[src/rtl/pc_seq_pkg.sv]
// Shared types for the fetch-stage PC sequencer: FSM states and the
// next-PC source select codes used by pc_next_sel.
package pc_seq_pkg;

  typedef enum logic [2:0] {
    ST_BOOT,
    ST_RUN,
    ST_PEND,
    ST_HALT_WAIT,
    ST_HALTED
  } state_t;

  typedef enum logic [1:0] {
    SEL_SEQ,
    SEL_REDIR,
    SEL_PEND,
    SEL_TRAP
  } next_sel_t;

endpackage

[src/rtl/pc_next_sel.sv]
// Next-PC source mux plus the PC incrementer. The incremented value is also
// exported so the top can present it as the link-register value.
module pc_next_sel
  import pc_seq_pkg::*;
#(
  parameter logic [31:0] INCR     = 32'd4,
  parameter logic [31:0] TRAP_VEC = 32'h0000_0100
) (
  input  logic [1:0]  sel,
  input  logic [31:0] pc,
  input  logic [31:0] redir_target,
  input  logic [31:0] pend_target,
  output logic [31:0] next_pc,
  output logic [31:0] pc_plus_incr
);

  assign pc_plus_incr = pc + INCR;

  // Pick the source for the next PC (or for a deferred redirect target)
  always_comb begin
    next_pc = pc_plus_incr;
    case (next_sel_t'(sel))
      SEL_SEQ:   next_pc = pc_plus_incr;
      SEL_REDIR: next_pc = redir_target;
      SEL_PEND:  next_pc = pend_target;
      SEL_TRAP:  next_pc = TRAP_VEC;
      default:   next_pc = pc_plus_incr;
    endcase
  end

endmodule

[src/rtl/pc_sequencer.sv]
// Program-counter sequencer for the fetch stage. Issues fetch addresses over a
// valid/ready handshake and redirects on branch/jump resolution or halt.
// Optional feature macro: MISALIGN_TRAP_EN -- when defined, a redirect target
// with nonzero low bits is replaced by TRAP_VEC and misalign_o pulses; when
// undefined, the low two target bits are cleared and misalign_o stays 0.
module pc_sequencer
  import pc_seq_pkg::*;
#(
  parameter logic [31:0] RESET_PC = 32'h0000_0000,
  parameter logic [31:0] INCR     = 32'd4,
  parameter logic [31:0] TRAP_VEC = 32'h0000_0100,
  parameter int          CNT_W    = 32
) (
  input  logic             clk,
  input  logic             rst,
  input  logic             stall_i,
  input  logic             redirect_valid_i,
  input  logic [31:0]      redirect_target_i,
  input  logic             halt_i,
  output logic             if_req_valid_o,
  input  logic             if_req_ready_i,
  output logic [31:0]      if_req_addr_o,
  output logic [31:0]      pc_plus_incr_o,
  output logic [CNT_W-1:0] fetch_cnt_o,
  output logic             halted_o,
  output logic             misalign_o
);

  state_t            state_q, state_d;
  logic [31:0]       pc_q;
  logic [31:0]       pend_target_q;
  logic              held_q, held_d;
  logic              pend_q, pend_d;
  logic [CNT_W-1:0]  fetch_cnt_q;
  logic              misalign_q, mis_d;
  logic              pc_load, pend_load, cnt_inc;
  next_sel_t         sel, redir_sel;
  logic              tgt_mis;
  logic [31:0]       redir_aligned;
  logic [31:0]       next_pc;
  logic              fire;

`ifdef MISALIGN_TRAP_EN
  assign tgt_mis       = (redirect_target_i[1:0] != 2'b00);
  assign redir_aligned = redirect_target_i;
`else
  assign tgt_mis       = 1'b0;
  assign redir_aligned = redirect_target_i & ~32'h0000_0003;
`endif

  assign redir_sel      = tgt_mis ? SEL_TRAP : SEL_REDIR;
  assign if_req_valid_o = held_q | ((state_q == ST_RUN) & ~stall_i);
  assign fire           = if_req_valid_o & if_req_ready_i;
  assign if_req_addr_o  = pc_q;
  assign fetch_cnt_o    = fetch_cnt_q;
  assign halted_o       = (state_q == ST_HALTED);
  assign misalign_o     = misalign_q;

  pc_next_sel #(
    .INCR     (INCR),
    .TRAP_VEC (TRAP_VEC)
  ) u_next_sel (
    .sel          (sel),
    .pc           (pc_q),
    .redir_target (redir_aligned),
    .pend_target  (pend_target_q),
    .next_pc      (next_pc),
    .pc_plus_incr (pc_plus_incr_o)
  );

  // Next-state, handshake hold and PC/pend-target load decisions
  always_comb begin
    state_d   = state_q;
    held_d    = held_q;
    pend_d    = pend_q;
    pc_load   = 1'b0;
    pend_load = 1'b0;
    cnt_inc   = 1'b0;
    mis_d     = 1'b0;
    sel       = SEL_SEQ;
    case (state_q)
      ST_BOOT: state_d = halt_i ? ST_HALTED : ST_RUN;
      ST_RUN, ST_PEND, ST_HALT_WAIT: begin
        if (fire) begin
          pc_load = 1'b1;
          cnt_inc = 1'b1;
          held_d  = 1'b0;
          pend_d  = 1'b0;
          if (redirect_valid_i) begin
            sel   = redir_sel;
            mis_d = tgt_mis;
          end else if (pend_q) begin
            sel = SEL_PEND;
          end
          state_d = (halt_i || state_q == ST_HALT_WAIT) ? ST_HALTED : ST_RUN;
        end else if (if_req_valid_o) begin
          held_d = 1'b1;
          if (redirect_valid_i) begin
            pend_load = 1'b1;
            pend_d    = 1'b1;
            sel       = redir_sel;
            mis_d     = tgt_mis;
          end
          if (halt_i || state_q == ST_HALT_WAIT) state_d = ST_HALT_WAIT;
          else if (pend_q || redirect_valid_i)   state_d = ST_PEND;
          else                                   state_d = ST_RUN;
        end else begin
          if (redirect_valid_i) begin
            pc_load = 1'b1;
            sel     = redir_sel;
            mis_d   = tgt_mis;
          end
          state_d = halt_i ? ST_HALTED : ST_RUN;
        end
      end
      default: state_d = state_q;
    endcase
  end

  // Register the FSM state, PC, deferred target, handshake hold and counter
  always_ff @(posedge clk or posedge rst) begin
    if (rst) begin
      state_q       <= ST_BOOT;
      pc_q          <= RESET_PC;
      pend_target_q <= RESET_PC;
      held_q        <= 1'b0;
      pend_q        <= 1'b0;
      fetch_cnt_q   <= '0;
      misalign_q    <= 1'b0;
    end else begin
      state_q    <= state_d;
      held_q     <= held_d;
      pend_q     <= pend_d;
      misalign_q <= mis_d;
      if (pc_load)   pc_q          <= next_pc;
      if (pend_load) pend_target_q <= next_pc;
      if (cnt_inc)   fetch_cnt_q   <= fetch_cnt_q + CNT_W'(1);
    end
  end

endmodule
[config.mk]
export PLATFORM = sky130hd
export DESIGN_NAME = pc_sequencer
export DESIGN_NICKNAME = d
export VERILOG_FILES = /design/src/rtl/pc_seq_pkg.sv /design/src/rtl/pc_next_sel.sv /design/src/rtl/pc_sequencer.sv
export SDC_FILE = /design/constraint.sdc
export NUM_CORES = 1
export LEC_CHECK = 0
export ABC_CLOCK_PERIOD_IN_PS = 8000
export BUFFER_PORTS_ARGS = -buffer_cell sky130_fd_sc_hd__buf_2
export CAP_MARGIN = 10
export CORE_ASPECT_RATIO = 1.4
export CORE_UTILIZATION = 46
export CTS_BUF_LIST = sky130_fd_sc_hd__clkbuf_8
export DETAILED_ROUTE_END_ITERATION = 8
export HOLD_SLACK_MARGIN = 0.02
export PLACE_DENSITY = 0.71
export SETUP_SLACK_MARGIN = 0.1
export SLEW_MARGIN = 20
export SYNTH_ARGS = -nofsm -noshare
export SYNTH_HDL_FRONTEND = slang
export SYNTH_SLANG_ARGS = --single-unit
[constraint.sdc]
create_clock -name clk -period 8 [get_ports clk]
set_input_delay 1.2 -clock clk [delete_from_list [all_inputs] [get_ports clk]]
set_output_delay 1.2 -clock clk [all_outputs]
set_load 0.005 [all_outputs]
==> metrics, run 1 <==
post-synth cell types between 50 and 60; Root Buffer clkbuf_8; Core Region between 10000 and 15000 µm²; DP Wirelength 10200 µm; critical path data required time between 6 and 7 ns; initial antenna violation count 0; worst path cell trace and4_1 > nand4_2 > nor4_2 > xor2_1 > buf_2; crit path kind flip-flop to primary output; CP delay by family, top simple AND/OR/NAND/NOR gates; # fillers ~1100; Final Core Density 0.558; crit-path max FO 9; Max clock buf depth 2; fin cells 827; GPL Wtd Cong slightly below 0.9; critical path buffer and inverter count 1; placed inst area 6040 µm²; WP data arrival 2.44 ns; Worst-Skew Late Latency 0.37 ns; share of cells above drive strength 1 0.253; Post-CTS Setup Inserts 0; highest clock rate 0.275 GHz; final setup vio count 0; leading register cell type out of synthesis dfrtp_1; cell taking the most area after synthesis dfrtp_1; Final Cell Area approximately 6300 µm²; CTS resizes 0; TNS Setup 0 ns; clock power share 0.341; vias in the first global route between 4000 and 5000; crit end category primary output; slew margin rel. 0.296; sequential area share after synthesis 0.474; # diodes 0; WL final 14400 µm; die area roughly 12000 µm²; max cap viols 0; Critical Path Slowest Stage Cell dfrtp_1; Min-Delay Path Class flip-flop to flip-flop; Num CTS Buffers 9; placed instance count between 800 and 900; Psw 0.000335 W; Syn Inst Count around 570; Final ANT Viol Nets 0; Vias ~4700; initial core utilization 0.472; warnings from Yosys 0; number of flops mapped to enable cells by yosys 0; combinational power share 0.152; Wirelength per Cell about 17 µm; gr ovfl total 0; measured slew at the worst slew-check pin approximately 1.1 ns; Int Pwr 0.000836 W; worst vdd ir between 100 and 150 µV; CP max stage delay 0.52 ns; Final Hold Fails 0; row count 46; syn_nets approximately 610; status complete, no violations; Pre-antenna DRT Iters 5; fraction of registers with async set or reset after synthesis 1.00; drt drc 0; cell with the most instances after synthesis dfrtp_1; top cells by area, synth dfrtp_1 (47%), nand2_1 (6.3%), xnor2_1 (5.8%), xor2_1 (3.9%), nor2_1 (3.0%); Switching Fraction 0.286; die span in x approximately 93 µm; H-tree Lvls 3; unrepaired setup endpoints after global routing false; share of the synthesized area in the top cell type 0.474; r2r setup slk just over 5 ns; worst slack, placed 4.45 ns; Final #Nets just over 700; GRT Resource Usage Total 0.243; Pins Over Slew Limit 0; Die H 129 µm; sequential power share 0.507; clk_skew between 0.008 and 0.009 ns; Clock Sinks about 100; largest net degree at the start of global routing 82; Boundary Pins 137; LEAKAGE about 3.1 nW; Post-Syn Area per Cell roughly 9.4 µm²; post-synthesis cell area between 5000 and 6000 µm²; P&R area growth vs syn 18.1%; number of buffers added on ports 133; pwr/cell area ~190 nW/µm²; Vias/cell 5.74; Post-CTS Hold Buffers 0; flops & latches, synth between 100 and 150; fin crit period between 3 and 4 ns; most frequent cells after synthesis dfrtp_1 (101), nand2_1 (90), nor2_1 (42), xnor2_1 (35), xor2_1 (24); Worst Slack Setup Final 4.36 ns; fin crit share 0.455; 1st-iter DRT viols 240; clock-pin transition on the worst setup and hold timing paths 0.10 ns; first-pass GRT wire length ~23000 µm; CP Launch Type flip-flop; CTS tree yes
==> power groups by stage <==
| stage | clock, W | sequential [W] | combinational, W |
|---|---|---|---|
| 2_1_floorplan | 0 | 0.000589 | 0.000102 |
| 3_3_place_gp | 0 | 0.000599 | 0.000176 |
| 3_5_place_dp | 0 | 0.000603 | 0.000179 |
| 4_1_cts | 0.000406 | 0.000593 | 0.000181 |
| 5_1_grt | 0.000424 | 0.000599 | 0.000200 |
| 6_report | 0.000399 | 0.000594 | 0.000178 |
==> worst reg2reg max path: cells and delay by family, from the launching register on <==
family                 cells  cell delay, ns
AO/OA/AOI/OAI              4            1.70
buffers and inverters      1            0.41
flip-flops                 1            0.61
AND/OR/NAND/NOR            1            0.12
==> state kept, by name, indices dropped and copies added, names as in the netlist <==
register       count
fetch_cnt_o       32
held_q             1
if_req_addr_o     32
pend_q             1
pend_target_q     32
state_q            3
==> worst paths after layout <==
path                             startpoint                 end  cells after the start
setup / recovery           if_req_addr_o[4]  pc_plus_incr_o[28]                      5
hold / removal              fetch_cnt_o[31]     fetch_cnt_o[31]                      1
setup reg to reg                 state_q[1]   if_req_addr_o[28]                      6
hold reg to reg             fetch_cnt_o[31]     fetch_cnt_o[31]                      1
max in group asynchronous               rst   if_req_addr_o[13]                      3
min in group asynchronous               rst     fetch_cnt_o[31]                      2
==> cells in the final DEF, fill, tap and decap left out, types with 8 or more instances in the layout <==
master      n
nand2_1    90
and2_1      8
xor2_1     24
a22oi_1    19
nand3_1    18
clkbuf_8    9
dfrtp_1   101
o21ai_0    23
nand4_1    18
nor2_1     41
a22o_1     14
nor3_1     10
a21oi_1    19
and4_1      9
a31oi_1    10
xnor2_1    35
buf_2     133
inv_1      17
==> through the flow <==
step	total power (W)	hold slack [ns]
after global placement	0.000775	0.458
after global routing	0.00122	0.514
after detailed placement	0.000783	0.464
after CTS	0.00118	0.488
final	0.00117	0.481
after floorplan	0.000690	0.447
==> per-layer routing <==
| metal | GRT usage | routed length [µm] |
|---|---|---|
| met5 | 0 | 0 |
| met4 | 0.0995 | 370 |
| met3 | 0.0452 | 913 |
| met2 | 0.420 | 7280 |
| met1 | 0.297 | 5880 |
==> kinds of logic after synthesis <==
family | after synthesis | synth area share
compound gates | 124 | 0.165
xor+xnor | 59 | 0.0969
fa+ha+maj | 2 | 0.00469
buf+inv | 55 | 0.0472
flops | 101 | 0.474
mux | 1 | 0.00211
other cells | 1 | 0.000704
simple gates | 222 | 0.209
==> final cells by class <==
cell class / instances / area (µm²) / area share
multi-input cells: 409 / 2560 / 0.406
clock inverters: 7 / 123 / 0.0195
clock buffers: 9 / 124 / 0.0197
inverters: 19 / 73.8 / 0.0117
repair buffers: 138 / 707 / 0.112
flip-flops and latches: 101 / 2530 / 0.402
well taps: 144 / 180 / 0.0286
(Power assumes the default switching activity.)
==> run 2, diff against run 1 <==
ABC_CLOCK_PERIOD_IN_PS = 3000   (was 8000)
PLACE_DENSITY = 0.74   (was 0.71)
clock period = 3 ns   (was 8 ns; I/O delays follow)
==> run 2 against run 1 <==
Compared with the run above: non-clock buffer count is 9 higher; sequential power grew to 2.7 times the previous value; clock skew is 0.0029 ns higher; global-route usage is 0.052 points higher; critical path type unchanged; largest cell class unchanged; core utilization is 0.73 points higher; highest routed layer unchanged; first-iteration DRC count is 9.6% higher; sequential share of layout area is 0.52 points lower; clock-buffer cell count is 1 higher; clock power is 150% higher.
==> metrics, run 2 (synthesis results as in run 1) <==
CP max stage delay 0.50 ns (-0.02 ns); Final Power 0.00304 W (+160%); initial core utilization 0.472 (unchanged); pwr/cell area 477 nW/µm² (+160%); Clock Sinks 101 (unchanged); crit-path max FO 9 (unchanged); unrepaired setup endpoints after global routing true; drt drc 0 (unchanged); WL final 14300 µm (-1.2%); FF-to-FF Start state_q[1]; status complete, no violations; max cap viols 0 (unchanged); slew margin rel. 0.627 (+0.332); TNS Setup 0 ns (unchanged); row count 46 (unchanged); Post-CTS Hold Buffers 0 (unchanged); GRT Resource Usage Total 0.244 (+0.000517); measured slew at the worst slew-check pin 0.559 ns (-0.498 ns); critical path data required time 2.55 ns (-4.25 ns); Worst Slack Setup Final 0.246 ns (-4.12 ns); fin crit period approximately 2.8 ns; worst hold slack 0.226 ns (-0.255 ns); worst slack, placed 0.594 ns (-3.86 ns); Die H 129 µm (unchanged); 1st-iter DRT viols 263 (+9.6%); Final ANT Viol Nets 0 (unchanged); Max clock buf depth 2 (unchanged); CP Launch Type flip-flop; Final #Nets 727 (+1.3%); Vias 4699 (-0.99%); Final Hold Fails 0 (unchanged); vias in the first global route 4599 (+0.37%); DP Wirelength 10200 µm (about the same); highest clock rate 0.363 GHz; share of cells above drive strength 1 0.263 (+0.00971); Critical Path Slowest Stage Cell dfrtp_1; # diodes 0 (unchanged); placed inst area 6130 µm² (+1.5%); r2r setup slk 0.69 ns (-4.36 ns); initial antenna violation count 0 (unchanged); Final Cell Area 6370 µm² (+1.3%); CP startpoint if_req_addr_o[8]; GPL Wtd Cong 0.903 (+3.0%); clk_skew 0.0114 ns (+0.00285 ns); LEAKAGE 3.11 nW (+1.9%); commonest cells after routing, fill and taps aside buf_2 (133), dfrtp_1 (101), nand2_1 (90); Worst-Skew Late Latency 0.37 ns (about the same); fin crit share 0.918; largest net degree at the start of global routing 102 (+24%); P&R area growth vs syn 19.6%; final setup vio count 0 (unchanged); Root Buffer clkbuf_8; crit end category primary output; Pins Over Slew Limit 0 (unchanged); worst path cell trace and4_1 > nand4_2 > nor4_4 > xor2_1 > buf_2; commonest non-fill, non-tap cell in the layout buf_2; WP data arrival 2.30 ns (-0.14 ns); Wirelength per Cell 17.1 µm (-2.3%); clock-pin transition on the worst setup and hold timing paths 0.10 ns (about the same); Vias/cell 5.62 (-2.1%); die span in x 93.0 µm (unchanged); Num CTS Buffers 9 (unchanged); H-tree Lvls 3 (unchanged); worst vdd ir 242 µV (+100%); Core Region 11300 µm² (unchanged); crit path kind flip-flop to primary output; die area 12000 µm² (unchanged); number of buffers added on ports 133 (unchanged); gr ovfl total 0 (unchanged); first-pass GRT wire length 22900 µm (+0.30%); Boundary Pins 137 (unchanged); Min-Delay Path Class input port to async pin; CTS tree yes; Pre-antenna DRT Iters 4 (-1)
run 2: cell type report:
class / count / area, µm²
Clock inverter: 6 / 87.6
Inverter: 19 / 75.1
Clock buffer: 10 / 138
Tap cell: 144 / 180
Fill cell: 1041 / 4910
Multi-Input combinational cell: 409 / 2570
Timing Repair Buffer: 147 / 796
Sequential cell: 101 / 2530
run 2: routing by layer:
layer	wire [µm]	track usage	vias up	part of all wire
met5	0	0	-	0
met1	5790	0.307	2282	0.41
met3	874	0.0393	23	0.061
met4	313	0.0932	0	0.022
met2	7290	0.419	162	0.51
li1	-	-	2232	-
run 2: stage by stage:
stage | utilization | std cells
CTS | 0.564 | 836
detailed placement | 0.544 | 820
global route | 0.565 | 836
floorplan | - | 565
finish | 0.565 | 836
global placement | 0.544 | 820
run 2: worst max-delay path: cells and delay by family, from the launching register on:
| family | cells | cell delay, ns |
|---|---|---|
| flip-flops | 1 | 0.50 |
| buffers and inverters | 1 | 0.14 |
| AND/OR/NAND/NOR | 3 | 1.08 |
| XOR/XNOR | 1 | 0.21 |
run 2: path summary, 6_finish.rpt:
path	endpoint	cells after the start
worst min-delay path	if_req_addr_o[15]	3
worst max-delay path	pc_plus_incr_o[28]	5
min in group clk	pend_target_q[24]	3
worst max register to register	if_req_addr_o[21]	7
worst min register to register	fetch_cnt_o[31]	1
max in group asynchronous	if_req_addr_o[9]	3
run 2: timing repair:
item,CTS,global route
gates resized for setup,0,3
buffers inserted,0,0
setup endpoints to repair,0,2
run 2: power breakdown:
group | total, W | internal (W) | leakage (nW) | switching, W
logic | 0.000483 | 0.000221 | 1.69 | 0.000261
clock network | 0.000981 | 0.000492 | 0.110 | 0.000490
registers | 0.00158 | 0.00145 | 1.32 | 0.000127
total | 0.00304 | 0.00216 | 3.11 | 0.000878
==> run 3, diff against run 2 <==
ABC_CLOCK_PERIOD_IN_PS = 2310   (was 3000)
clock period = 2.31 ns   (was 3 ns; I/O delays follow)
==> run 3 against run 2 <==
Compared with the run above: non-clock buffer count rose by 39; clock power rose by 46%; cell count rose by 4.7%; sequential power rose by 27%; die area did not move; clock-buffer cell count did not move; register-to-register slack got worse by 0.47 ns; via count rose by 6.4%; final area rose by 7.8%; wire length rose by 7.7%; sequential share of layout area fell by 2.7 points; global-route usage rose by 1.7 points.
==> metrics, run 3 (synthesis results as in run 1) <==
status complete, no violations; Clock Sinks 101 (unchanged); clk_skew 0.0120 ns (+0.000638 ns); fin crit period between 2 and 2.5 ns; 1st-iter DRT viols 260 (-1.1%); Min-Delay Path Class input port to async pin; CP Launch Type flip-flop; Final Cell Area 6870 µm² (+7.8%); Core Region 11300 µm² (unchanged); Final Hold Fails 0 (unchanged); slew margin rel. 0.506 (-0.122); crit-path max FO 5 (-4); worst vdd ir 426 µV (+76%); commonest non-fill, non-tap cell in the layout buf_2; Reg2Reg Depth 7 (unchanged); Final Core Density 0.609 (+0.0438); WP data arrival 1.93 ns (-0.37 ns); placed instance count 833 (+1.6%); Register Area 2540 µm² (+0.45%); Vias/cell 5.71 (+1.7%); Root Buffer clkbuf_8; unrepaired setup endpoints after global routing true; Die H 129 µm (unchanged); GPL Wtd Cong 0.943 (+4.4%); Worst-Skew Late Latency 0.38 ns (about the same); drt drc 0 (unchanged); Pins Over Slew Limit 0 (unchanged); Max clock buf depth 2 (unchanged); worst hold slack 0.0769 ns (-0.149 ns); critical path data required time 1.96 ns (-0.59 ns); largest net degree at the start of global routing 40 (-61%); number of buffers added on ports 133 (unchanged); die area 12000 µm² (unchanged); Boundary Pins 137 (unchanged); measured slew at the worst slew-check pin 0.740 ns (+0.181 ns); GRT Resource Usage Total 0.261 (+0.0172); Final Power 0.00428 W (+41%); crit end category primary output; fin cells 875 (+4.7%); initial core utilization 0.472 (unchanged); crit path kind flip-flop to primary output; Post-CTS Hold Buffers 0 (unchanged); die span in x 93.0 µm (unchanged); DP Wirelength 10800 µm (+6.0%); fin crit share 0.986; commonest cells after routing, fill and taps aside buf_2 (133), dfrtp_1 (92), nand2_1 (89); P&R area growth vs syn 28.9%; highest clock rate approximately 0.44 GHz; Vias 5000 (+6.4%); initial antenna violation count 0 (unchanged); crit path to pc_plus_incr_o[28]; Num CTS Buffers 9 (unchanged); row count 46 (unchanged); WL final 15400 µm (+7.7%); Multi-input gate area 2680 µm² (+4.2%); Wirelength per Cell 17.6 µm (+2.9%); placed inst area 6270 µm² (+2.2%); r2r endpoint if_req_addr_o[21]; Final ANT Viol Nets 0 (unchanged); final setup vio count 0 (unchanged); vias in the first global route 4939 (+7.4%); CTS tree yes; Pre-antenna DRT Iters 5 (+1); share of cells above drive strength 1 0.342 (+0.0790); CP startpoint if_req_addr_o[14]; first-pass GRT wire length 24400 µm (+6.4%); LEAKAGE 3.37 nW (+8.4%); max cap viols 0 (unchanged); FF-to-FF Start state_q[2]; Final #Nets 766 (+5.4%); # fillers 973 (-6.5%); clock-pin transition on the worst setup and hold timing paths 0.10 ns (about the same); H-tree Lvls 3 (unchanged); pwr/cell area 623 nW/µm² (+30%); r2r setup slk 0.22 ns (-0.47 ns); gr ovfl total 0 (unchanged); # diodes 0 (unchanged)
-- run 3: stage by stage --
stage	setup TNS, ns	setup WS [ns]
2_1_floorplan	0	0.364
3_3_place_gp	0	0.239
3_5_place_dp	0	0.192
4_1_cts	0	0.0703
5_1_grt	-0.0853	-0.0361
6_report	0	0.0327
-- run 3: worst min-delay path by stage --
stage | end | slack [ns] | depth (start not counted)
final | if_req_addr_o[16] | 0.08 | 2
after CTS | if_req_addr_o[16] | 0.09 | 2
after global placement | fetch_cnt_o[31] | 0.46 | 1
after global routing | if_req_addr_o[16] | 0.11 | 2
after floorplan | pend_target_q[13] | 0.45 | 2
after detailed placement | pend_target_q[8] | 0.46 | 2
-- run 3: worst max-delay path, stage by stage, from the launching register on --
cell	delay, ns
dfrtp_1	0.38
and4_4	0.27
nand4_1	0.18
nor4_4	0.32
xor2_1	0.24
buf_2	0.16
-- run 3: layout make-up --
type,instances,share of cell area
multi-input cells,409,0.390
clock buffers,10,0.0200
well taps,144,0.0262
inverters,19,0.0115
repair buffers,186,0.166
flip-flops and latches,101,0.370
clock inverters,6,0.0169
-- run 3: power by group --
group | internal, W | switching [W]
Clock | 0.000761 | 0.000664
Sequential | 0.00189 | 0.000113
Combinational | 0.000401 | 0.000448
-- run 3: per-layer routing --
metal | vias up | share of wire | GRT usage
met5 | - | 0 | 0
met4 | 0 | 0.030 | 0.108
met3 | 28 | 0.061 | 0.0487
met2 | 195 | 0.51 | 0.457
met1 | 2468 | 0.40 | 0.314
li1 | 2309 | - | -
-- run 3: repair_timing --
| action | 4_1_cts | 5_1_grt |
|---|---|---|
| setup buffers | 19 | 7 |
| setup endpoints to repair | 19 | 43 |
| pin swaps | 13 | 9 |
| resized for setup | 23 | 23 |
